$ cat src/rtl/id_tracker_table.sv
// rtl/id_tracker_table.sv - per-ID outstanding-transaction table with optional idle timeout
// Optional feature macro: ID_TRACKER_TIMEOUT_EN (per-entry idle counters and timeout pulse).
module id_tracker_table #(
    parameter int NumEntries    = 4,
    parameter int IdWidth       = 4,
    parameter int MaxTxnsPerId  = 8,
    parameter int TimeoutCycles = 16
) (
    input  logic               clk_i,
    input  logic               rst_ni,
    input  logic               req_valid_i,
    input  logic [IdWidth-1:0] req_id_i,
    output logic               req_ready_o,
    input  logic               rsp_valid_i,
    input  logic [IdWidth-1:0] rsp_id_i,
    output logic               rsp_err_o,
    output logic               full_o,
    output logic               empty_o,
    output logic               timeout_o,
    output logic [IdWidth-1:0] timeout_id_o
);

    localparam int CntWidth = $clog2(MaxTxnsPerId + 1);
    localparam int IdxWidth = (NumEntries > 1) ? $clog2(NumEntries) : 1;
    localparam logic [CntWidth-1:0] CntMax = CntWidth'(MaxTxnsPerId);
    localparam logic [CntWidth-1:0] CntOne = CntWidth'(1);

    logic [NumEntries-1:0][IdWidth-1:0]  id_q, id_d;
    logic [NumEntries-1:0][CntWidth-1:0] cnt_q, cnt_d;
    logic [NumEntries-1:0]               free_q, free_d;
    logic                                rsp_err_q, rsp_err_d;

    logic [NumEntries-1:0] req_hit_vec, rsp_hit_vec, touch;
    logic                  req_hit, rsp_hit, accept, retire;
    logic [IdxWidth-1:0]   req_idx, rsp_idx, alloc_idx;

    always_comb begin
        req_hit_vec = '0;
        rsp_hit_vec = '0;
        req_idx     = '0;
        rsp_idx     = '0;
        alloc_idx   = '0;
        for (int i = 0; i < NumEntries; i++) begin
            req_hit_vec[i] = !free_q[i] && (id_q[i] == req_id_i);
            rsp_hit_vec[i] = !free_q[i] && (id_q[i] == rsp_id_i);
            if (req_hit_vec[i]) req_idx = IdxWidth'(i);
            if (rsp_hit_vec[i]) rsp_idx = IdxWidth'(i);
        end
        // Descending scan so the lowest-index free entry wins.
        for (int i = NumEntries - 1; i >= 0; i--) begin
            if (free_q[i]) alloc_idx = IdxWidth'(i);
        end
        req_hit = |req_hit_vec;
        rsp_hit = |rsp_hit_vec;
        if (req_hit) req_ready_o = (cnt_q[req_idx] < CntMax);
        else         req_ready_o = |free_q;
        accept = req_valid_i && req_ready_o;
        retire = rsp_valid_i && rsp_hit;
    end

    always_comb begin
        id_d      = id_q;
        cnt_d     = cnt_q;
        free_d    = free_q;
        touch     = '0;
        rsp_err_d = rsp_valid_i && !rsp_hit;
        for (int i = 0; i < NumEntries; i++) begin
            logic inc, alloc, dec;
            inc   = accept && req_hit && (req_idx == IdxWidth'(i));
            alloc = accept && !req_hit && (alloc_idx == IdxWidth'(i));
            dec   = retire && (rsp_idx == IdxWidth'(i));
            touch[i] = inc || alloc || dec;
            // A freshly freed entry is still marked allocated in free_q, so it cannot be chosen here.
            if (alloc) begin
                id_d[i]   = req_id_i;
                free_d[i] = 1'b0;
                cnt_d[i]  = CntOne;
            end else if (inc && !dec) begin
                cnt_d[i] = cnt_q[i] + CntOne;
            end else if (dec && !inc) begin
                cnt_d[i] = cnt_q[i] - CntOne;
                if (cnt_q[i] == CntOne) free_d[i] = 1'b1;
            end
        end
    end

    always_ff @(posedge clk_i or negedge rst_ni) begin
        if (!rst_ni) begin
            id_q      <= '0;
            cnt_q     <= '0;
            free_q    <= '1;
            rsp_err_q <= 1'b0;
        end else begin
            id_q      <= id_d;
            cnt_q     <= cnt_d;
            free_q    <= free_d;
            rsp_err_q <= rsp_err_d;
        end
    end

    assign rsp_err_o = rsp_err_q;
    assign full_o    = ~|free_q;
    assign empty_o   = &free_q;

`ifdef ID_TRACKER_TIMEOUT_EN
    localparam int TmrWidth = $clog2(TimeoutCycles + 1);
    localparam logic [TmrWidth-1:0] TmrMax = TmrWidth'(TimeoutCycles);
    localparam logic [TmrWidth-1:0] TmrOne = TmrWidth'(1);

    logic [NumEntries-1:0][TmrWidth-1:0] idle_q, idle_d;
    logic [NumEntries-1:0]               pend_q, pend_d, pend_all;
    logic                                timeout_q, timeout_d;
    logic [IdWidth-1:0]                  timeout_id_q, timeout_id_d;

    always_comb begin
        idle_d       = idle_q;
        pend_all     = pend_q;
        timeout_d    = 1'b0;
        timeout_id_d = '0;
        for (int i = 0; i < NumEntries; i++) begin
            if (touch[i] || free_q[i]) begin
                idle_d[i] = '0;
            end else if (idle_q[i] != TmrMax) begin
                idle_d[i] = idle_q[i] + TmrOne;
                if (idle_d[i] == TmrMax) pend_all[i] = 1'b1;
            end
        end
        pend_all = pend_all & ~free_d;
        pend_d   = pend_all;
        // Report one entry per cycle; losers stay pending and fire on later cycles.
        for (int i = NumEntries - 1; i >= 0; i--) begin
            if (pend_all[i]) begin
                timeout_d    = 1'b1;
                timeout_id_d = id_q[i];
                pend_d       = pend_all & ~(NumEntries'(1) << i);
            end
        end
    end

    always_ff @(posedge clk_i or negedge rst_ni) begin
        if (!rst_ni) begin
            idle_q       <= '0;
            pend_q       <= '0;
            timeout_q    <= 1'b0;
            timeout_id_q <= '0;
        end else begin
            idle_q       <= idle_d;
            pend_q       <= pend_d;
            timeout_q    <= timeout_d;
            timeout_id_q <= timeout_id_d;
        end
    end

    assign timeout_o    = timeout_q;
    assign timeout_id_o = timeout_id_q;
`else
    assign timeout_o    = 1'b0;
    assign timeout_id_o = '0;
`endif

endmodule

$ cat config.mk
export PLATFORM = sky130hd
export DESIGN_NAME = id_tracker_table
export DESIGN_NICKNAME = d
export VERILOG_FILES = /design/src/rtl/id_tracker_table.sv
export SDC_FILE = /design/constraint.sdc
export NUM_CORES = 1
export LEC_CHECK = 0
export CORE_ASPECT_RATIO = 0.9
export CORE_MARGIN = 2
export CORE_UTILIZATION = 45
export CTS_CLUSTER_DIAMETER = 60
export DETAILED_ROUTE_END_ITERATION = 6
export DONT_BUFFER_PORTS = 1
export PLACE_DENSITY = 0.61
export SLEW_MARGIN = 5
export SYNTH_ARGS = -nofsm -noshare
export SYNTH_HDL_FRONTEND = slang
export SYNTH_SLANG_ARGS = --single-unit
$ cat constraint.sdc
create_clock -name clk_i -period 2.3 [get_ports clk_i]
set_input_delay 0.46 -clock clk_i [delete_from_list [all_inputs] [get_ports clk_i]]
set_output_delay 0.46 -clock clk_i [all_outputs]
set_load 0.02 [all_outputs]
; ---- After elaboration in Yosys (flattened, before gate mapping)
; Cells that the tools add are included.
[word_totals]
register_bits = 37
latch_bits = 0
ram_bits = 0
rom_bits = 0
input_bits = 12
out_inout_bits = 9
word_cells = 160
n_memories = 0
[classes]
n_addsub = 8
n_mul = 0
div_mod_pow = 0
n_lt_le_gt_ge = 2
eq_ne = 25
shifts = 0
mux = 41
bitwise = 0
n_reduce_logical = 71
[ops]
columns = operator, count
row1 = 4-bit two-way mux, 13
row2 = 1-bit logical AND, 33
row3 = 4-bit == test, 8
row4 = 1-bit two-way mux, 19
row5 = 4-bit by 1-bit adder with 4-bit output (second input constant), 4
row6 = 4-bit by 1-bit == test with 1-bit output (second input constant), 4
row7 = 2-bit two-way mux, 8
row8 = 2-bit nonzero test, 8
row9 = 4-bit by 1-bit subtractor with 4-bit output (second input constant), 4
row10 = 1-bit logical NOT, 15
row11 = 2-bit == test (second input constant), 6
row12 = 3-bit AND reduction, 4
row13 = 3-bit nonzero test, 4
row14 = 4-bit OR reduction, 3
row15 = 4-bit binary-select mux with 2-bit select, 1
row16 = 2-bit inequality test (second input constant), 4
row17 = 2-bit by 1-bit == test with 1-bit output (second input constant), 3
row18 = 2-bit logical NOT, 3
row19 = 4-bit < comparator (second input constant), 1
row20 = 4-bit AND reduction, 1
row21 = 2-bit by 3-bit < comparator with 1-bit output (second input constant), 1

; ---- Logic depth before layout (Yosys ltp)
; Gate-level depths: netlist of the first run.
[depth]
word_depth = 17
ltp_mapped = 10
mapped_depth_nobuf = 7

; ---- Worst setup path after synthesis of the first run
; No wires, ideal clock.
[synth_timing]
kind = input-to-reg
startpoint = input port req_id_i[1]
endpoint = register cnt_q[7] (netlist name)
setup_ns = 0.120
arrival_ns = 2.512
t_required_ns = 2.180
setup_slack_ns = -0.331
cell_stages = 9
n_path_buf = 2
cell_sequence = buf_6 > xnor2_2 > nand2_1 > or4_4 > or4_4 > buf_6 > and3_1 > or3_1 > and3_1
[synth_between]
elab_chain_len = 15
elab_cells_between_ends = 29
cone_classes = order compare: 1 / eq/ne: 5 / mux: 8 / reduce/logical: 15
[synth_rtl]
columns = element, line_no
row1 = start: declaration, 12  ; input logic [IdWidth-1:0] req_id_i,
row2 = 4-bit == test, 44  ; req_hit_vec[i] = !free_q[i] && (id_q[i] == req_id_i);
row3 = 1-bit logical AND, 44
row4 = 1-bit two-way mux, 46  ; if (req_hit_vec[i]) req_idx = IdxWidth'(i);
row5 = 2-bit two-way mux (2 in series), 46
row6 = 4-bit binary-select mux with 2-bit select, 55  ; if (req_hit) req_ready_o = (cnt_q[req_idx] < CntMax);
row7 = 4-bit two-way mux (implied by the code), 55
row8 = 4-bit < comparator, 55
row9 = 1-bit two-way mux, 55
row10 = 1-bit logical AND, 57  ; accept = req_valid_i && req_ready_o;
row11 = 1-bit logical AND (2 in series), 69  ; inc = accept && req_hit && (req_idx == IdxWidth'(i));
row12 = 1-bit logical AND / 1-bit logical NOT (equally long branches), "78, 80"
row13 = 4-bit two-way mux / 1-bit logical AND (equally long branches), "78, 80"
row14 = 4-bit two-way mux / 3-bit nonzero test (equally long branches), --
row15 = end signal: assignment, 95  ; cnt_q <= cnt_d;
row16 = end: declaration, 29  ; logic [NumEntries-1:0][CntWidth-1:0] cnt_q, cnt_d;
; Several ways; a longest one is shown, not always the timed one. The select of a mux whose other input is x is not followed.
; A chain may end at the register's enable or synchronous reset.

; ---- Final worst setup path of the first run
[layout_timing]
startpoint = register id_q[1] (netlist name)
endpoint = output port req_ready_o
[layout_between]
elab_chain_len = 4
[layout_rtl]
columns = element, line_no
row1 = start: declaration, 28  ; logic [NumEntries-1:0][IdWidth-1:0] id_q, id_d;
row2 = start signal: assignment, 94  ; id_q <= id_d;
row3 = 4-bit == test, 44
row4 = 1-bit logical AND, 44
row5 = 4-bit OR reduction, 53  ; req_hit = |req_hit_vec;
row6 = 1-bit two-way mux, 55
row7 = end: declaration, 13  ; output logic req_ready_o,
; Every way passes these cells.

==> results.yml, run 1 <==
global_route:
  grt_pass1_vias: 2094
  grt_usage: 0.196
  grt_start_max_net_pins: 34
  grt-ovfl-total: 0
  antenna_found_initial: 0
  grt_pass1_wl_microns: 10100
sta:
  post-route-period-util: 1.16
  hold_viol_final: 0
  whs_ns: 0.266
  setup_violations: 10
  min_period_ns: 2.68
  finalMaxSlewViolations: 0
  finClkSkew_ns: 0.00988
  max_freq_ghz: 0.373
  rsz0062_at_grt: "yes"
  worst_slack_ns: -0.378
power_and_ir_drop:
  p_leak_uw: 0.00152
  switchingPower_uw: 1460
  internal_power_uw: 2370
  combPwrFrac: 0.486
  pwr_density_cell_mw_per_mm2: 1170
  power_frac_clock: 0.176
  p_sw_frac: 0.381
  p_seq_frac: 0.338
  irDropWorstVdd_mv: 0.739
run_status:
  status: "complete, but fails checks"
  failed_checks: "negative setup slack"
worst_setup_path:
  cpMostUsedCell: "mux2i_1"
  cp_max_fo: 2
  crit_slowest_cell: "dfrtp_1"
  start_kind: "register"
  critPathKind: "reg -> out"
  cpPeakStageDelay_ns: 0.42
  crit_buf_inv: 1
  cp_cell_sequence: "xor2_2 -> nor4_4 -> nand2b_1 -> mux2i_1 -> nor3_1 -> a221o_1 -> mux2i_1 -> buf_4"
  worstPathRequired_ns: 1.84
  critPathCaptureType: "output port"
  crit_arrival_ns: 2.22
  critical_path.top_delay_family: "simple AND/OR/NAND/NOR gates"
die:
  die_y_microns: 76.4
  dieWidth_microns: 84.5
  core_area_sq_mm: 0.00566
  ios: 21
  num_rows: 26
  die_area_sq_mm: 0.00645
  initial_core_util: 0.463
worst_hold_path:
  hold_path_class: "in -> reg"
detailed_routing:
  drt_iter0_markers: 89
  drc_errors: 0
  routed_wl_microns: 6200
  vias_per_cell: 5.41
  first_pass_iters: 4
  wl_per_cell_microns: 15.8
  vias: 2127
  ant_nets: 0
placement:
  dp_hpwl_microns: 4460
  placed_area_sq_mm: 0.00291
  gp_congestion: 0.850
  io_buffers: 0
clocking:
  root_buffer: "clkbuf_8"
  h-tree-depth: 2
  path_clk_slew_ns: 0.08
  clk_latency_ns: 0.30
  cts.sinks: 37
  cts_tree: "built"
  cts_max_path_buffers: 2
  cts_buffers: 5
run:
  max_cap_violations: 0
final_layout:
  nets: 346
  drive_above_1_share: 0.319
  fin_util: 0.576
  multiInputGateArea_sq_mm: 0.00168
  area_growth_syn_to_layout_pct: 24.5
  fillCellCount: 525
  diodes: 0
  final_area_sq_mm: 0.00326
  seq_area_sq_um: 931
logic_synthesis:
  ys_types: 50
  ys_warn_count: 0
  synth_cells: 280
  synth-edff-count: 0
  avgSynthCellArea_sq_um: 9.36
  synthArstFlopShare: 1.00
  synth_seq_area_share: 0.355
  synth_seq_cells: 37
  synthesis.area_sq_mm: 0.00262
  synth_ff_type: "dfrtp_1"
## routing by layer
layer,up-vias,track usage,routed length [microns]
met5,-,0,0
met1,1015,0.267,2990
met2,41,0.318,2860
met3,8,0.0477,291
li1,1063,-,-
met4,0,0.0429,57
## cells in the mapped netlist (all sizes together) (6+ instances only)
master / n / area, sq um
and3: 7 / 43.8
nand2: 23 / 86.3
o21ai: 7 / 35.0
mux2: 13 / 146
nand3: 12 / 60.1
xor2: 12 / 105
buf: 11 / 105
nor3b: 6 / 45.0
xnor2: 23 / 216
dfrtp: 33 / 826
nor3: 15 / 75.1
nor2: 20 / 75.1
inv: 14 / 52.6
ha: 12 / 150
## stage by stage
step / power, uW / TNS, ns / std cells / worst slack, ns
final: 3830 / -0.834 / 393 / -0.378
after global routing: 4120 / -3.54 / 393 / -0.505
after CTS: 3700 / -0.462 / 391 / -0.347
after detailed placement: 2960 / -0.757 / 377 / -0.216
after global placement: 2920 / -0.567 / 377 / -0.179
after floorplan: 2390 / -2.11 / 284 / -0.329
## area by class of cell
type / count / area share
clock buffer: 5 / 0.0211
inverter: 14 / 0.0161
sequential: 37 / 0.285
tap: 70 / 0.0268
timing repair buffer: 47 / 0.117
clock inverter: 3 / 0.0199
multi-input combinational: 217 / 0.514
## registers in the layout, summed over array words and instances, names as in the netlist
signal	flops
rsp_err_o	1
cnt_q	16
free_q	4
id_q	16
## kinds of logic (layout without fill, tap and decap cells)
logic type               count (synthesis)  count (layout)  share of synthesized area
XOR/XNOR                                35              35                      0.123
adder cells (fa/ha/maj)                 12              12                     0.0573
multiplexers                            16              16                     0.0673
other                                    1               5                    0.00143
AND/OR/NAND/NOR                        114             114                      0.235
flip-flops                              37              37                      0.355
AO/OA/AOI/OAI                           35              35                     0.0936
buffers and inverters                   30              69                     0.0673
## worst register-to-register path, stage by stage, from the launching register on
cell and delay (ns):
dfrtp_1 0.42, xor2_2 0.24, nor4_4 0.08, buf_4 0.15
or3_4 0.32, nor4_2 0.26, buf_4 0.16, and3_4 0.18
nor3_1 0.07, o41a_1 0.39
## path summary, 6_finish.rpt
path	startpoint	slack, ns	end	cells after the start
min in group asynchronous	rst_ni	0.61	free_q[0]	1
worst min register to register	cnt_q[15]	0.58	cnt_q[15]	2
worst max-delay path	id_q[1]	-0.38	req_ready_o	8
max in group asynchronous	rst_ni	1.38	cnt_q[2]	2
worst max register to register	id_q[1]	-0.09	cnt_q[10]	9
worst min-delay path	req_id_i[1]	0.27	id_q[1]	2
## power by group through the flow
stage               Sequential, uW  Combinational, uW  Clock (uW)
detailed placement            1290               1670           0
global route                  1340               2070         717
global placement              1290               1640           0
finish                        1290               1860         676
CTS                           1280               1730         688
floorplan                     1210               1180           0
## what timing repair did
item,4_1_cts,5_1_grt
setup endpoints to repair,6,25
resized for setup,5,24
buffers inserted,3,2
endpoints found under the hold margin,33,0
hold buffers,3,0
pin swaps,10,10
## layout by cell type, fill, tap and decap left out, types with 10 or more instances in the layout
| cell type | count |
|---|---|
| buf_4 | 41 |
| xnor2_1 | 19 |
| xor2_1 | 10 |
| nand3_1 | 10 |
| nor2_1 | 19 |
| nand2_1 | 22 |
| mux2_2 | 13 |
| nor3_1 | 13 |
| ha_1 | 12 |
| inv_1 | 14 |
| dfrtp_1 | 33 |
(Power assumes the default switching activity.)
==> run 2: changes to the inputs <==
--- a/config.mk
+++ b/config.mk
@@ -11,7 +11,7 @@
 export CTS_CLUSTER_DIAMETER = 60
 export DETAILED_ROUTE_END_ITERATION = 6
 export DONT_BUFFER_PORTS = 1
-export PLACE_DENSITY = 0.61
+export PLACE_DENSITY = 0.65
 export SLEW_MARGIN = 5
 export SYNTH_ARGS = -nofsm -noshare
 export SYNTH_HDL_FRONTEND = slang
==> run 2 against run 1 <==
Compared with the run above: the run still ends with negative setup slack left; die area is the same; combinational power is 3% higher; register-to-register slack got worse by 0.02 ns; flip-flop and latch count unchanged; clock skew shrank 0.0022 ns; setup slack gained 0.050 ns; total power is 4.4% lower.
==> results.yml, run 2 (synthesis results as in run 1) <==
worst_setup_path:
  crit_arrival_ns: 2.17
  critPathKind: "reg -> out"
  worstPathRequired_ns: 1.84
  critPathCaptureType: "output port"
  critical_path.top_delay_family: "flip-flops"
  crit_buf_inv: 2
  cpPeakStageDelay_ns: 0.40
  r2r_cells: 11
  cp_cell_sequence: "xor2_1 -> nor4_2 -> buf_4 -> nand2b_4 -> mux2i_1 -> nor3_1 -> a221o_1 -> mux2i_2 -> buf_4"
  cp_max_fo: 3
  ff2ff_setup_slack_ns: -0.11
  worst-path-stages: 9
  start_kind: "register"
  crit_slowest_cell: "dfrtp_1"
  cpMostUsedCell: "buf_4"
clocking:
  path_clk_slew_ns: 0.08
  cts.sinks: 37
  cts_tree: "built"
  cts_buffers: 5
  root_buffer: "clkbuf_8"
  clk_latency_ns: 0.30
  cts_max_path_buffers: 2
  h-tree-depth: 2
final_layout:
  diodes: 0
  area_growth_syn_to_layout_pct: 24.0
  nets: 350
  reg_top3: "cnt_q: 16 flops, id_q: 16 flops, free_q: 4 flops"
  final_common_cell: "buf_4"
  layout_common_cells: "buf_4 (46), dfrtp_1 (33), nand2_1 (22), nor2_1 (19), xnor2_1 (18)"
  fin_util: 0.574
  drive_above_1_share: 0.336
  final_cells: 397
  final_area_sq_mm: 0.00325
placement:
  gp_congestion: 0.860
  placed_area_sq_mm: 0.00293
  numPlacedInstances: 380
  io_buffers: 0
  dp_hpwl_microns: 4630
die:
  dieWidth_microns: 84.5
  core_area_sq_mm: 0.00566
  initial_core_util: 0.463
  num_rows: 26
  die_area_sq_mm: 0.00645
  ios: 21
  die_y_microns: 76.4
sta:
  worst_slack_ns: -0.329
  finalMaxSlewViolations: 0
  setup_violations: 5
  post-route-period-util: 1.14
  rsz0062_at_grt: "yes"
  min_period_ns: 2.63
  max_freq_ghz: 0.380
  finClkSkew_ns: 0.00764
  hold_viol_final: 0
global_route:
  grt_pass1_vias: 2159
  use_met3: 0.0628
  antenna_found_initial: 0
  met2_usage: 0.329
  gr-max-usage-layer: "met2"
  grt_usage: 0.205
  grt_pass1_wl_microns: 10400
  grt-ovfl-total: 0
  grt_use_met1: 0.272
  grt_start_max_net_pins: 38
power_and_ir_drop:
  switchingPower_uw: 1480
  combPwrFrac: 0.524
  irDropWorstVdd_mv: 0.628
  p_leak_uw: 0.00151
  power_frac_clock: 0.126
  p_sw_frac: 0.403
  pwr_density_cell_mw_per_mm2: 1130
  total_power_uw: 3660
  internal_power_uw: 2190
  p_seq_frac: 0.351
detailed_routing:
  vias: 2194
  ant_nets: 0
  first_pass_iters: 4
  routed_wl_microns: 6300
  vias_per_cell: 5.53
  drt_iter0_markers: 148
  wl_per_cell_microns: 15.9
  drc_errors: 0
worst_hold_path:
  hold_path_class: "in -> reg"
  whs_path_depth: 2
run:
  max_cap_violations: 0
run_status:
  failed_checks: "negative setup slack"
  status: "complete, but fails checks"
[run 2: changes by cell type in the layout (fill, tap and decap cells not counted), moves of 2 or more]
| cell | change |
|---|---|
| xor2_2 | -2 |
| mux2i_2 | +2 |
| xor2_1 | +2 |
| clkinvlp_4 | +2 |
| buf_4 | +5 |
| mux2i_1 | -2 |
| bufinv_16 | -2 |
[run 2: final cells by class]
class | instances | area (sq um)
Tap cell | 70 | 87.6
Multi-Input combinational cell | 217 | 1680
Clock buffer | 6 | 72.6
Inverter | 14 | 52.6
Clock inverter | 2 | 15.0
Fill cell | 509 | 2410
Sequential cell | 37 | 931
Timing Repair Buffer | 51 | 409
[run 2: layer usage]
metal  share of wire  wire [microns]
met1            0.45            2840
met2            0.49            3090
met3           0.045             283
met4           0.013              85
met5               0               0
[run 2: worst register-to-register path, delay by kind of cell, from the launching register on]
family | cells | cell delay (ns)
xor gates and xnor gates | 2 | 0.29
and+or+nand+nor | 4 | 0.84
buffers and inverters | 4 | 0.53
muxes | 1 | 0.22
DFF | 1 | 0.41
[run 2: per-stage QoR]
stage	setup TNS (ns)	hold slack, ns	worst slack, ns
2_1_floorplan	-2.11	0.164	-0.329
3_3_place_gp	-0.680	0.166	-0.188
3_5_place_dp	-0.897	0.166	-0.233
4_1_cts	-0.536	0.252	-0.309
5_1_grt	-1.62	0.249	-0.468
6_report	-0.607	0.264	-0.329
[run 2: final timing paths]
kind | start | endpoint
hold / removal | req_id_i[2] | id_q[2]
max in group asynchronous | rst_ni | free_q[2]
setup / recovery | id_q[3] | req_ready_o
min in group asynchronous | rst_ni | cnt_q[3]
setup reg to reg | id_q[5] | cnt_q[2]
hold reg to reg | id_q[8] | id_q[8]
[run 2: power by group through the flow]
stage               logic (uW)  clock network (uW)  registers (uW)
CTS                       1790                 479            1270
floorplan                 1180                   0            1210
finish                    1920                 461            1280
detailed placement        1730                   0            1280
global placement          1690                   0            1260
global route              2120                 516            1320
[run 2: repair_timing]
| item | in CTS | in global routing |
|---|---|---|
| resized for setup | 8 | 24 |
| hold endpoints to repair | 37 | 0 |
| pin swaps | 10 | 9 |
| buffers inserted | 5 | 2 |
| hold buffers | 2 | 0 |
| endpoints found under the setup margin | 6 | 21 |
